## src/rtl/io_irq_ctrl.sv

```systemverilog
// io_irq_ctrl -- interrupt scheduler for four DW-bit cpu input ports.
//
// Watches d0_e..d3_e for value changes. Each change latches a per-port pending
// flag and a snapshot of the new value. One request at a time is arbitrated
// among the unmasked pending ports and offered to the cpu over an
// irq / irq_ack / irq_eoi handshake.
//
// Optional feature macro: IRQ_TIMEOUT_EN
//   When defined, an unacknowledged request is withdrawn after TIMEOUT_CYC
//   cycles in REQ. irq_to pulses for one cycle and the pending flag is kept.
//   When undefined, REQ waits indefinitely and irq_to is tied to 0.
//
// Ports:
//   clk            in   system clock, rising edge
//   reset          in   asynchronous active-low reset
//   d0_e..d3_e     in   monitored input ports, DW bits each
//   mask_we        in   mask register write strobe
//   mask_in        in   new mask, bit k = 1 blocks requests from port k
//   irq_ack        in   cpu acknowledge (REQ -> SERVICE)
//   irq_eoi        in   cpu end of interrupt (SERVICE -> IDLE)
//   irq            out  interrupt request
//   irq_id         out  index of the requesting port
//   irq_data       out  snapshot of the requesting port
//   pending        out  raw pending flags, unmasked view
//   busy           out  high while in SERVICE
//   irq_to         out  one-cycle request timeout pulse
module io_irq_ctrl #(
  parameter int DW          = 8,
  parameter int ROUND_ROBIN = 0,
  parameter int TIMEOUT_CYC = 255
) (
  input  logic          clk,
  input  logic          reset,
  input  logic [DW-1:0] d0_e,
  input  logic [DW-1:0] d1_e,
  input  logic [DW-1:0] d2_e,
  input  logic [DW-1:0] d3_e,
  input  logic          mask_we,
  input  logic [3:0]    mask_in,
  input  logic          irq_ack,
  input  logic          irq_eoi,
  output logic          irq,
  output logic [1:0]    irq_id,
  output logic [DW-1:0] irq_data,
  output logic [3:0]    pending,
  output logic          busy,
  output logic          irq_to
);

  localparam logic [1:0] IDLE    = 2'd0;
  localparam logic [1:0] REQ     = 2'd1;
  localparam logic [1:0] SERVICE = 2'd2;

  // Returns {found, index}: first set bit of req, searching upward from start
  // and wrapping 3 -> 0.
  function automatic logic [2:0] pick(input logic [3:0] req, input logic [1:0] start);
    logic [2:0] r;
    logic [1:0] idx;
    r = '0;
    for (int i = 3; i >= 0; i--) begin
      idx = start + 2'(i);
      if (req[idx]) r = {1'b1, idx};
    end
    return r;
  endfunction

  logic [DW-1:0] d_in [4];
  // The last value seen on a port is, by construction, also its latest changed
  // value, so a single register serves as both change reference and snapshot.
  logic [DW-1:0] last_q [4];
  logic [3:0]    chg;
  logic [3:0]    pend_q, pend_d, clr;
  logic [3:0]    mask_q;
  logic [1:0]    rr_ptr_q, rr_ptr_d;
  logic [1:0]    state_q, state_d;
  logic          irq_q, irq_d;
  logic [1:0]    irq_id_q, irq_id_d;
  logic [DW-1:0] irq_data_q, irq_data_d;
  logic          busy_q, busy_d;
  logic [1:0]    start;
  logic [2:0]    win;

  assign d_in[0] = d0_e;
  assign d_in[1] = d1_e;
  assign d_in[2] = d2_e;
  assign d_in[3] = d3_e;

  always_comb begin
    for (int k = 0; k < 4; k++) chg[k] = (d_in[k] != last_q[k]);
  end

  assign start = (ROUND_ROBIN != 0) ? rr_ptr_q + 2'd1 : 2'd0;
  assign win   = pick(pend_q & ~mask_q, start);

`ifdef IRQ_TIMEOUT_EN
  localparam int CNT_W = (TIMEOUT_CYC > 1) ? $clog2(TIMEOUT_CYC) : 1;
  logic [CNT_W-1:0] cnt_q, cnt_d;
  logic             to_q, to_d;
`endif

  always_comb begin
    state_d    = state_q;
    irq_d      = irq_q;
    irq_id_d   = irq_id_q;
    irq_data_d = irq_data_q;
    busy_d     = busy_q;
    rr_ptr_d   = rr_ptr_q;
    clr        = '0;
`ifdef IRQ_TIMEOUT_EN
    cnt_d      = cnt_q;
    to_d       = 1'b0;
`endif
    case (state_q)
      IDLE: begin
        if (win[2]) begin
          irq_d      = 1'b1;
          irq_id_d   = win[1:0];
          irq_data_d = last_q[win[1:0]];
          state_d    = REQ;
`ifdef IRQ_TIMEOUT_EN
          cnt_d      = '0;
`endif
        end
      end
      REQ: begin
        // Ack wins over a simultaneous eoi; the mask is not consulted here.
        if (irq_ack) begin
          clr[irq_id_q] = 1'b1;
          rr_ptr_d      = irq_id_q;
          irq_d         = 1'b0;
          busy_d        = 1'b1;
          state_d       = SERVICE;
        end
`ifdef IRQ_TIMEOUT_EN
        // Counter tracks completed REQ cycles, so irq is high for exactly
        // TIMEOUT_CYC cycles before being withdrawn.
        else if (cnt_q == CNT_W'(TIMEOUT_CYC - 1)) begin
          irq_d    = 1'b0;
          to_d     = 1'b1;
          rr_ptr_d = irq_id_q;
          state_d  = IDLE;
        end else begin
          cnt_d = cnt_q + 1'b1;
        end
`endif
      end
      SERVICE: begin
        if (irq_eoi) begin
          busy_d  = 1'b0;
          state_d = IDLE;
        end
      end
      default: state_d = IDLE;
    endcase
    // A new change wins over a same-cycle clear by ack.
    pend_d = (pend_q & ~clr) | chg;
  end

  always_ff @(posedge clk or negedge reset) begin
    if (!reset) begin
      state_q    <= IDLE;
      irq_q      <= 1'b0;
      irq_id_q   <= '0;
      irq_data_q <= '0;
      busy_q     <= 1'b0;
      rr_ptr_q   <= 2'd3;
      pend_q     <= '0;
      mask_q     <= 4'hF;
      for (int k = 0; k < 4; k++) last_q[k] <= '0;
`ifdef IRQ_TIMEOUT_EN
      cnt_q      <= '0;
      to_q       <= 1'b0;
`endif
    end else begin
      state_q    <= state_d;
      irq_q      <= irq_d;
      irq_id_q   <= irq_id_d;
      irq_data_q <= irq_data_d;
      busy_q     <= busy_d;
      rr_ptr_q   <= rr_ptr_d;
      pend_q     <= pend_d;
      if (mask_we) mask_q <= mask_in;
      for (int k = 0; k < 4; k++) begin
        if (chg[k]) last_q[k] <= d_in[k];
      end
`ifdef IRQ_TIMEOUT_EN
      cnt_q      <= cnt_d;
      to_q       <= to_d;
`endif
    end
  end

  assign irq      = irq_q;
  assign irq_id   = irq_id_q;
  assign irq_data = irq_data_q;
  assign pending  = pend_q;
  assign busy     = busy_q;
`ifdef IRQ_TIMEOUT_EN
  assign irq_to   = to_q;
`else
  assign irq_to   = 1'b0;
`endif

endmodule

```

## config.mk

```make
export PLATFORM = sky130hd
export DESIGN_NAME = io_irq_ctrl
export DESIGN_NICKNAME = d
export VERILOG_FILES = /design/src/rtl/io_irq_ctrl.sv
export SDC_FILE = /design/constraint.sdc
export NUM_CORES = 1
export LEC_CHECK = 0
export BUFFER_PORTS_ARGS = -buffer_cell sky130_fd_sc_hd__buf_4
export CORE_UTILIZATION = 53
export CTS_CLUSTER_SIZE = 14
export DETAILED_ROUTE_END_ITERATION = 8
export GPL_TIMING_DRIVEN = 0
export PLACE_DENSITY = 0.79
export SETUP_SLACK_MARGIN = 0.2
export SYNTH_ARGS = -nofsm -noshare
export SYNTH_HDL_FRONTEND = slang
export SYNTH_SLANG_ARGS = --single-unit
```

## constraint.sdc

```tcl
create_clock -name clk -period 1.9 [get_ports clk]
set_input_delay 0.095 -clock clk [delete_from_list [all_inputs] [get_ports clk]]
set_output_delay 0.095 -clock clk [all_outputs]
set_load 0.1 [all_outputs]
```

==> flow_summary_export.csv, run 1 <==
group,metric,value,unit
synth,synth_nets,266,
synth,synth_seq_cells,54,
drt,drt-pass1-iter-count,4,
clock_tree,htree_levels,2,
hold_path,hold_depth,2,
global_route,grt_max_degree,55,
hold_path,min_from,"d0_e[0]",
layout,nNetsFinal,364,
drt,drtAntennaViolNets,0,
hold_path,min_path_type,"in -> reg",
sta,worst_slew_pin_slew,0.6565,ns
setup_path,crit_slowest_cell,"dfstp_2",
placed_design,port_buffers,56,
synth,synth_common_cells,"dfrtp_1, clkbuf_1, xor2_1",
drt,drt_iter0_drc,155,
setup_path,endpoint_kind,"flip-flop",
setup_path,r2r_end,"irq_data[6]",
clock_tree,cts.sinks,54,
drt,drc,0,
pwr,p_leak,1.533,nW
synth,synth_warnings,0,
sta,setup_violations,0,
setup_path,slowest_delay,0.55,ns
sta,clock.fmax,628.6,MHz
setup_path,crit_path_max_fanout,8,
floorplanning,chipWidth,69.85,um
clock_tree,insertion_delay,0.31,ns
synth,synthArstFlopShare,100.0,%
sta,fin_skew,0.01354,ns
hold_path,hold_path_end,"last_q[24]",
drt,wl_per_cell,14.73,um
setup_path,r2r_slack,0.31,ns
sta,slew_violations,0,
drt,via_per_inst,5.205,
pwr,p_per_area,1196,nW/um2
layout,syn2layout_area_growth,39.23,%
setup_path,r2r-start,"mask_q[3]",
synth,synth_top_cells_by_area,"dfrtp_1, xor2_1, clkbuf_1",
pwr,netSwitchingPower,1.922,mW
clock_tree,clk_path_buf_depth,2,
floorplanning,die_y,69.85,um
sta,rsz0062_at_grt,"false",
synth,synthDistinctLibCells,31,
global_route,grt_use_total,24.90,%
floorplanning,fp.coreArea,4384,um2
sta,fin_crit_sh,83.72,%
setup_path,critPathTopFamily,"flip-flops",
setup_path,crit_path_cell_trace,"nand2b_4 > o21ai_4 > buf_4 > and3_1 > a211oi_1 > o21ai_1",
synth,synth-edff-count,0,
synth,yosys.area.top_type,"dfrtp_1",
floorplanning,start_util,55.65,%
synth,syn-mean-instance-area,10.84,um2
drt,routed_wl,5538,um
floorplanning,die_area,4879,um2
synth,synthFlopType,"dfrtp_1",
sta,hold_viol_final,0,
sta,period_needed,1.591,ns
setup_path,reg2regPathDepth,6,
run_status,outcome,"finished clean",
clock_tree,path_clk_slew,0.10,ns
job,drv_cap,0,
clock_tree,cts_tree,"yes",
pwr,intPower,2.141,mW
setup_path,cp.required,2.10,ns
drt,route.vias.total,1957,
pwr,pwr-share-clk,16.0,%
global_route,grt_pass1_wl,9446,um
setup_path,path_class,"reg -> reg",
synth,syn_inst,225,
sta,tns,0,ns
synth,yosysMostFrequentCell,"dfrtp_1",
pwr,p_seq_share,37.1,%
global_route,grt_antenna_before_repair,0,
setup_path,cp.arrival,1.79,ns
layout,diodes,0,
floorplanning,rows,24,
layout,fillers,278,
pwr,vdd_ir_drop_max,0.9823,mV
clock_tree,cts-root-buf,"clkbuf_8",
synth,ys_seq_area_share,55.59,%
global_route,grt_pass1_vias,2031,
global_route,grt_overflow,0,
pwr,combPwrFrac,46.8,%
setup_path,cp_num_buf_inv,1,
synth,synth_area,2440,um2
synth,yosysTopAreaCellShare,51.28,%
placed_design,dp_hpwl,3684,um
pwr,switching_share,47.29,%
setup_path,setup.worst_path.start_class,"flip-flop",
layout,drive_above_1_share,30.25,%
sta,relSlewSlack,56.23,%
sta,whs,0.01011,ns
clock_tree,cts_made_buffers,5,
floorplanning,io_pins,58,
placed_design,place_congestion,0.8255,
## sequential cells by signal, indices dropped and copies added (netlist names)
name,cells
pending,4
busy,1
irq_id,2
state_q,2
irq,1
last_q,32
mask_q,4
irq_data,8
## logic make-up after synthesis
kind of cell           count (synthesis)  synth area share, %
AND/OR/NAND/NOR                       57                12.72
buffers and inverters                 39                6.513
other                                  1               0.1537
flip-flops                            54                55.59
AO/OA/AOI/OAI                         38                11.69
multiplexers                           4                1.846
XOR/XNOR                              32                11.49
## stage by stage
stage	cell area, um2	worst slack (ns)	util, %	total power, mW	cells
2_1_floorplan	2445	0.1933	-	2.862	225
3_3_place_gp	2930	0.2607	66.84	3.297	333
3_5_place_dp	2930	0.1796	66.84	3.340	333
4_1_cts	3369	0.2174	76.85	4.042	376
5_1_grt	3397	0.1951	77.48	4.269	376
6_report	3397	0.3093	77.48	4.063	376
## cells in the final DEF, fill, tap and decap left out, drive strengths merged
master       Yosys  layout
mux2             4       4
buf              3      60
conb             1       1
dfstp            4       4
or2b             1       1
nand2b           4       4
nand4            1       1
dfrtp           50      50
nor2b            2       2
o21ai           12      12
dlygate4sd3      0      34
xor2            32      32
nand3            5       5
and3             8       8
nor2             5       5
o31ai            3       3
nor4             8       8
a21oi            6       6
clkbuf          34      41
nand2           23      23
clkinv           0       1
a221o            8       8
inv              2       2
a211oi           9       9
## worst max-delay path by stage
stage / from / to / cells past startpoint
CTS: mask_q[1] / irq_data[6] / 5
finish: mask_q[3] / irq_data[6] / 6
detailed placement: mask_q[2] / irq_data[6] / 6
global placement: mask_q[2] / irq_data[6] / 6
floorplan: pending[2] / irq_data[0] / 6
global route: mask_q[0] / irq_id[0] / 6
## area by class of cell
cell class	count	area [um2]	share of cell area [%]
repair buffers	91	768.2	22.62
inverters	2	7.507	0.2210
clock buffers	7	86.33	2.541
clock inverters	1	5.005	0.1473
multi-input cells	132	952.2	28.03
plain buffers	37	151.4	4.457
flip-flops and latches	54	1361	40.07
well taps	52	65.06	1.915
## power by group through the flow
| stage | registers (mW) | logic [mW] | clock network (mW) |
|---|---|---|---|
| 2_1_floorplan | 2.37 | 0.488 | 0 |
| 3_3_place_gp | 1.52 | 1.78 | 0 |
| 3_5_place_dp | 1.52 | 1.82 | 0 |
| 4_1_cts | 1.50 | 1.88 | 0.661 |
| 5_1_grt | 1.53 | 2.02 | 0.715 |
| 6_report | 1.51 | 1.90 | 0.652 |
## routing by layer
layer	routed length, um	track usage [%]	vias up
met1	2315	32.32	942
met3	278	5.051	7
met5	0	0	-
met2	2883	42.63	67
met4	59	6.667	0
li1	-	-	941
## what timing repair did
action	4_1_cts	5_1_grt
pin swaps	1	0
setup endpoints to repair	1	9
hold buffers	34	0
setup buffers	1	0
endpoints found under the hold margin	83	0
gates resized for setup	0	6
Note: power is estimated with default switching activity, not from simulation.
==> run 2: changes to the inputs <==
ABC_AREA = 1   (was default)
CORE_UTILIZATION = 49   (was 53)
PLACE_DENSITY = 0.76   (was 0.79)
clock period = 1.35 ns   (was 1.9 ns; I/O delays follow)
==> run 2 against run 1 <==
Net effect:
- the flow now finishes with violations (negative setup slack)
- non-clock buffer count increased by 27
- clock-buffer cell count is the same
- cell count rose by 34%
- register-to-register slack worse by 0.44 ns
- critical endpoint is now irq_data[0]
==> flow_summary_export.csv, run 2 <==
group,metric,value,unit
setup_path,setup.worst_path.start_class,"flip-flop",
sta,relSlewSlack,54.75,%
synth,synth-edff-count,0,
synth,synth_nets,349,
global_route,grt_antenna_before_repair,0,
synth,synth-xor-area-share,9.316,%
pwr,finalPower,6.194,mW
clock_tree,cts.sinks,54,
placed_design,place_area,3188,um2
synth,syn_inst,308,
synth,synth_seq_cells,54,
global_route,grt_overflow,0,
pwr,p_seq_share,34.3,%
placed_design,dp_hpwl,3939,um
floorplanning,die_y,75.30,um
sta,slew_violations,0,
layout,diodes,0,
layout,drive_above_1_share,35.40,%
sta,clock.fmax,674.9,MHz
hold_path,hold_path_end,"state_q[1]",
floorplanning,die_area,5669,um2
pwr,intPower,3.330,mW
sta,fin_ws,-0.1316,ns
synth,synthFlopType,"dfrtp_1",
synth,synth_area,2633,um2
pwr,netSwitchingPower,2.864,mW
setup_path,path_class,"reg -> reg",
drt,drtAntennaViolNets,0,
synth,yosysTopAreaCellShare,47.53,%
global_route,grt_pass1_vias,2206,
clock_tree,insertion_delay,0.31,ns
clock_tree,cts_tree,"yes",
layout,nNetsFinal,475,
hold_path,min_path_type,"in -> reg",
synth,synth_common_cells,"nand2_1, dfrtp_1, inv_1",
synth,synthMuxAreaShare,0.4278,%
sta,setup_violations,8,
setup_path,reg2regPathDepth,10,
sta,rsz0062_at_grt,"true",
floorplanning,start_util,51.22,%
drt,route.vias.total,2474,
setup_path,cp.arrival,1.69,ns
synth,synth_top_cells_by_area,"dfrtp_1, nand2_1, xor2_1",
setup_path,r2r-start,"mask_q[3]",
drt,drt_iter0_drc,211,
clock_tree,clk_path_buf_depth,2,
placed_design,port_buffers,56,
run_status,outcome,"complete, but fails checks",
pwr,combPwrFrac,50.6,%
synth,syn-mean-instance-area,8.547,um2
global_route,grt_use_total,23.64,%
sta,tns,-0.7424,ns
drt,via_per_inst,4.899,
hold_path,hold_depth,6,
sta,fin_skew,0.009456,ns
placed_design,dp_slack,-0.1264,ns
setup_path,r2r_end,"irq_data[0]",
layout,regMostFlops,"last_q",
setup_path,cp.required,1.56,ns
pwr,pwr-share-clk,15.1,%
drt,routed_wl,6824,um
sta,period_needed,1.482,ns
floorplanning,fp.coreArea,5140,um2
clock_tree,htree_levels,2,
clock_tree,cts-root-buf,"clkbuf_8",
layout,syn2layout_area_growth,54.56,%
drt,wl_per_cell,13.51,um
setup_path,crit_path_max_fanout,7,
clock_tree,cts_made_buffers,5,
global_route,grt_max_degree,55,
pwr,p_leak,1.995,nW
drt,drc,0,
synth,synthDistinctLibCells,31,
synth,synth-adder-area-share,0,%
floorplanning,chipWidth,75.30,um
sta,worst_slew_pin_slew,0.6787,ns
setup_path,endpoint_kind,"flip-flop",
synth,yosys.area.top_type,"dfrtp_1",
layout,final_area,4069,um2
floorplanning,rows,26,
global_route,grt_pass1_wl,9804,um
layout,final_common_cell,"buf_4",
pwr,switching_share,46.24,%
sta,hold_viol_final,0,
sta,fin_crit_sh,109.7,%
synth,yosys.area_share.simple,22.34,%
run_status,violations,"negative setup slack",
placed_design,place_congestion,0.8603,
setup_path,r2r_slack,-0.13,ns
pwr,p_per_area,1522,nW/um2
layout,final_cell_mix,"buf_4, nand2_1, dfrtp_1",
job,drv_cap,0,
synth,ys_seq_area_share,51.52,%
synth,synthArstFlopShare,100.0,%
clock_tree,path_clk_slew,0.09,ns
synth,synth_warnings,0,
layout,largest_register_ffs,32,
placed_design,place_inst,434,
pwr,vdd_ir_drop_max,1.013,mV
synth,synth_top_family_by_area,"simple AND/OR/NAND/NOR gates",
synth,yosysMostFrequentCell,"nand2_1",
hold_path,min_from,"irq_ack",
layout,layoutNonFillerInstCount,505,
floorplanning,io_pins,58,
synth,synth_compound_gate_area_share,4.183,%
drt,drt-pass1-iter-count,5,
[run 2: cell types whose count changed after synthesis, moves of 5 or more]
cell / change
a211oi_1: -9
a221o_2: -8
and3_1: -8
inv_1: +34
inv_2: +5
nand2_1: +47
nand3_1: +27
nor4_1: -8
o21ai_1: -5
xnor2_1: +8
xor2_1: -12
[run 2: timing repair]
action | CTS | global route
buffers inserted | 10 | 10
cloned | 1 | 2
hold buffers | 40 | 0
endpoints found under the hold margin | 88 | 0
gates resized for setup | 24 | 32
pin swaps | 9 | 13
setup endpoints to repair | 17 | 20
[run 2: worst max-delay path by stage]
stage                          start     endpoint  slack [ns]
after floorplan           pending[3]  irq_data[0]       -0.13
after global placement     mask_q[2]  irq_data[5]       -0.11
after detailed placement   mask_q[2]  irq_data[5]       -0.13
after CTS                  mask_q[3]  irq_data[1]       -0.06
after global routing      pending[3]  irq_data[0]       -0.18
final                      mask_q[3]  irq_data[0]       -0.13
[run 2: layout make-up]
| class | count | area [um2] |
|---|---|---|
| Buffer | 37 | 168.9 |
| Inverter | 42 | 167.7 |
| Fill cell | 341 | 1071 |
| Clock inverter | 1 | 5.005 |
| Multi-Input combinational cell | 176 | 1141 |
| Tap cell | 70 | 87.58 |
| Timing Repair Buffer | 118 | 1032 |
| Sequential cell | 54 | 1380 |
| Clock buffer | 7 | 86.33 |
[run 2: stage by stage]
step                utilization [%]  hold WS [ns]
detailed placement            62.03        0.1551
floorplan                         -       -0.2281
finish                        79.16        0.2440
global placement              62.03        0.1456
global route                  79.16        0.2672
CTS                           74.66        0.2225
[run 2: critical path, stage by stage (launching register included)]
cell	delay, ns
dfstp_2	0.59
nor2_4	0.06
nand2_4	0.09
nand2_8	0.08
nand2_8	0.09
buf_6	0.13
nand2_2	0.05
nand3_2	0.07
nand2_1	0.07
nand2_1	0.08
nand2_1	0.06
[run 2: power by group through the flow]
stage                     registers [mW]  logic (mW)  clock network (mW)
after floorplan                     3.30       0.757                   0
final                               2.12        3.14               0.933
after detailed placement            2.13        2.57                   0
after global routing                2.15        3.31               0.994
after CTS                           2.11        2.90               0.957
after global placement              2.12        2.54                   0
[run 2: per-layer routing]
metal  up-vias  global-route usage, %  part of all wire [%]
met4         0                  10.49                   3.2
met2       102                  39.78                    50
li1       1171                      -                     -
met1      1182                  29.80                    42
met3        19                  4.630                   5.4
met5         -                      0                     0
[run 2: cells by family after synthesis]
family | count (synthesis)
buf+inv | 79
other cells | 1
xor+xnor | 28
flops | 54
compound gates | 18
simple gates | 127
mux | 1
==> run 3: changes to the inputs <==
CORE_UTILIZATION = 54   (was 49)
PLACE_DENSITY = 0.79   (was 0.76)
REMOVE_ABC_BUFFERS = 1   (was default)
clock period = 1.4 ns   (was 1.35 ns; I/O delays follow)
==> run 3 against run 2 <==
Net effect:
- the flow still finishes with violations (negative setup slack)
- critical path type unchanged
- via count is 2.6% lower
- first-iteration DRC count is 49% lower
- sequential power is 4% lower
==> flow_summary_export.csv, run 3 (synthesis gave the netlist of run 2 again) <==
group,metric,value,unit
run_status,outcome,"complete, but fails checks",
run_status,violations,"negative setup slack",
setup_path,cp.arrival,1.78,ns
drt,wl_per_cell,15.98,um
layout,final_common_cell,"buf_4",
layout,largest_register_ffs,32,
setup_path,setup.worst_path.start_class,"flip-flop",
clock_tree,clk_path_buf_depth,2,
sta,fin_ws,-0.1168,ns
hold_path,hold_path_end,"state_q[1]",
pwr,p_leak,1.982,nW
sta,fin_crit_sh,108.3,%
global_route,grt_max_degree,55,
setup_path,crit_top_cell,"nand2_1",
sta,clock.fmax,659.3,MHz
floorplanning,rows,25,
layout,nNetsFinal,444,
layout,final_area,3958,um2
setup_path,cp.required,1.66,ns
pwr,vdd_ir_drop_max,1.252,mV
layout,diodes,0,
global_route,grt_use_total,27.57,%
sta,fin_skew,0.01036,ns
layout,post-route-util,84.35,%
drt,via_per_inst,5.260,
sta,setup_violations,8,
global_route,grt_antenna_before_repair,0,
drt,drc,0,
clock_tree,cts_tree,"yes",
sta,rsz0062_at_grt,"true",
layout,syn2layout_area_growth,50.33,%
global_route,grt_overflow,0,
setup_path,endpoint_kind,"flip-flop",
hold_path,min_path_type,"in -> reg",
floorplanning,start_util,56.11,%
clock_tree,htree_levels,2,
floorplanning,die_area,5158,um2
clock_tree,cts_made_buffers,5,
placed_design,dp_hpwl,3794,um
layout,regMostFlops,"last_q",
setup_path,path_class,"reg -> reg",
drt,route.vias.total,2409,
setup_path,r2r_end,"irq_data[2]",
clock_tree,path_clk_slew,0.10,ns
layout,drive_above_1_share,38.86,%
setup_path,crit_path_max_fanout,8,
global_route,grt_pass1_wl,10700,um
setup_path,reg2regPathDepth,11,
setup_path,critPathTopFamily,"simple AND/OR/NAND/NOR gates",
clock_tree,insertion_delay,0.31,ns
clock_tree,cts.sinks,54,
job,drv_cap,0,
setup_path,r2r_slack,-0.12,ns
drt,drt_iter0_drc,107,
setup_path,slowest_delay,0.41,ns
sta,worst_slew_pin_slew,0.6692,ns
sta,hold_viol_final,0,
drt,drtAntennaViolNets,0,
sta,period_needed,1.517,ns
pwr,p_per_area,1553,nW/um2
placed_design,place_area,2962,um2
floorplanning,fp.coreArea,4692,um2
setup_path,crit_path_cell_trace,"inv_2 > nor2_2 > nand2_4 > nand2_8 > nand2_8 > buf_8 > nand2_2 > nand3_2 > nand2_1 > nand2_1 > nand2_1",
sta,relSlewSlack,55.39,%
floorplanning,chipWidth,71.82,um
layout,fillers,252,
global_route,grt_pass1_vias,2474,
floorplanning,die_y,71.82,um
drt,drt-pass1-iter-count,4,
setup_path,cp_num_buf_inv,2,
placed_design,port_buffers,56,
layout,final_cell_mix,"buf_4, nand2_1, dfrtp_1",
sta,slew_violations,0,
floorplanning,io_pins,58,
drt,routed_wl,7318,um
placed_design,place_congestion,0.8002,
setup_path,crit_slowest_cell,"dfrtp_1",
hold_path,min_from,"irq_ack",
clock_tree,cts-root-buf,"clkbuf_8",
setup_path,r2r-start,"pending[3]",
hold_path,hold_depth,6,
[run 3: repair_timing]
action	CTS	global route
cloned	0	1
buffers inserted	20	8
endpoints found under the hold margin	88	0
hold buffers	40	0
pin swaps	17	16
setup endpoints to repair	16	18
resized for setup	32	36
[run 3: cell type report]
cell class                 instances  area [um2]  share of cell area [%]
timing repair buffer             124        1074                   27.13
clock buffer                       7       76.32                   1.929
inverter                          42       165.2                   4.173
multi-input combinational        176        1187                   30.00
sequential                        54        1358                   34.30
tap                               54       67.56                   1.707
clock inverter                     1       30.03                  0.7588
[run 3: how the worst max path moves through the flow]
stage | from | endpoint | slack, ns | cells past startpoint
after floorplan | pending[0] | irq_data[0] | -0.50 | 6
after detailed placement | mask_q[0] | irq_data[4] | -0.31 | 7
after global routing | pending[3] | irq_data[5] | -0.19 | 11
after global placement | mask_q[0] | irq_data[7] | -0.27 | 7
after CTS | mask_q[3] | irq_data[0] | -0.04 | 10
final | pending[3] | irq_data[2] | -0.12 | 11
[run 3: power breakdown]
group / total (mW) / switching [mW] / internal (mW)
Clock: 1.04 / 0.500 / 0.536
Sequential: 2.04 / 0.213 / 1.82
Combinational: 3.07 / 2.12 / 0.953
Total: 6.15 / 2.83 / 3.31
[run 3: metrics by stage]
| step | cells | power [mW] | setup WS, ns | hold slack (ns) | setup TNS (ns) |
|---|---|---|---|---|---|
| after floorplan | 271 | 3.801 | -0.4993 | -0.2256 | -5.736 |
| after global routing | 458 | 6.379 | -0.1882 | 0.2822 | -1.287 |
| after CTS | 449 | 5.882 | -0.04239 | 0.2332 | -0.2890 |
| after global placement | 381 | 4.371 | -0.2723 | 0.1432 | -2.494 |
| after detailed placement | 381 | 4.421 | -0.3140 | 0.1482 | -2.918 |
| final | 458 | 6.146 | -0.1168 | 0.2706 | -0.5461 |
[run 3: routing by layer]
layer / track usage, % / vias up / wire, um
met5: 0 / - / 0
met4: 12.42 / 0 / 361
met3: 6.048 / 33 / 434
met2: 50.63 / 124 / 3848
met1: 30.37 / 1135 / 2674
li1: - / 1117 / -
[run 3: worst min-delay path, stage by stage]
cell and delay, ns:
buf_4 0.12, inv_1 0.09, nor2_4 0.06, inv_2 0.05, buf_4 0.10, o31ai_1 0.06
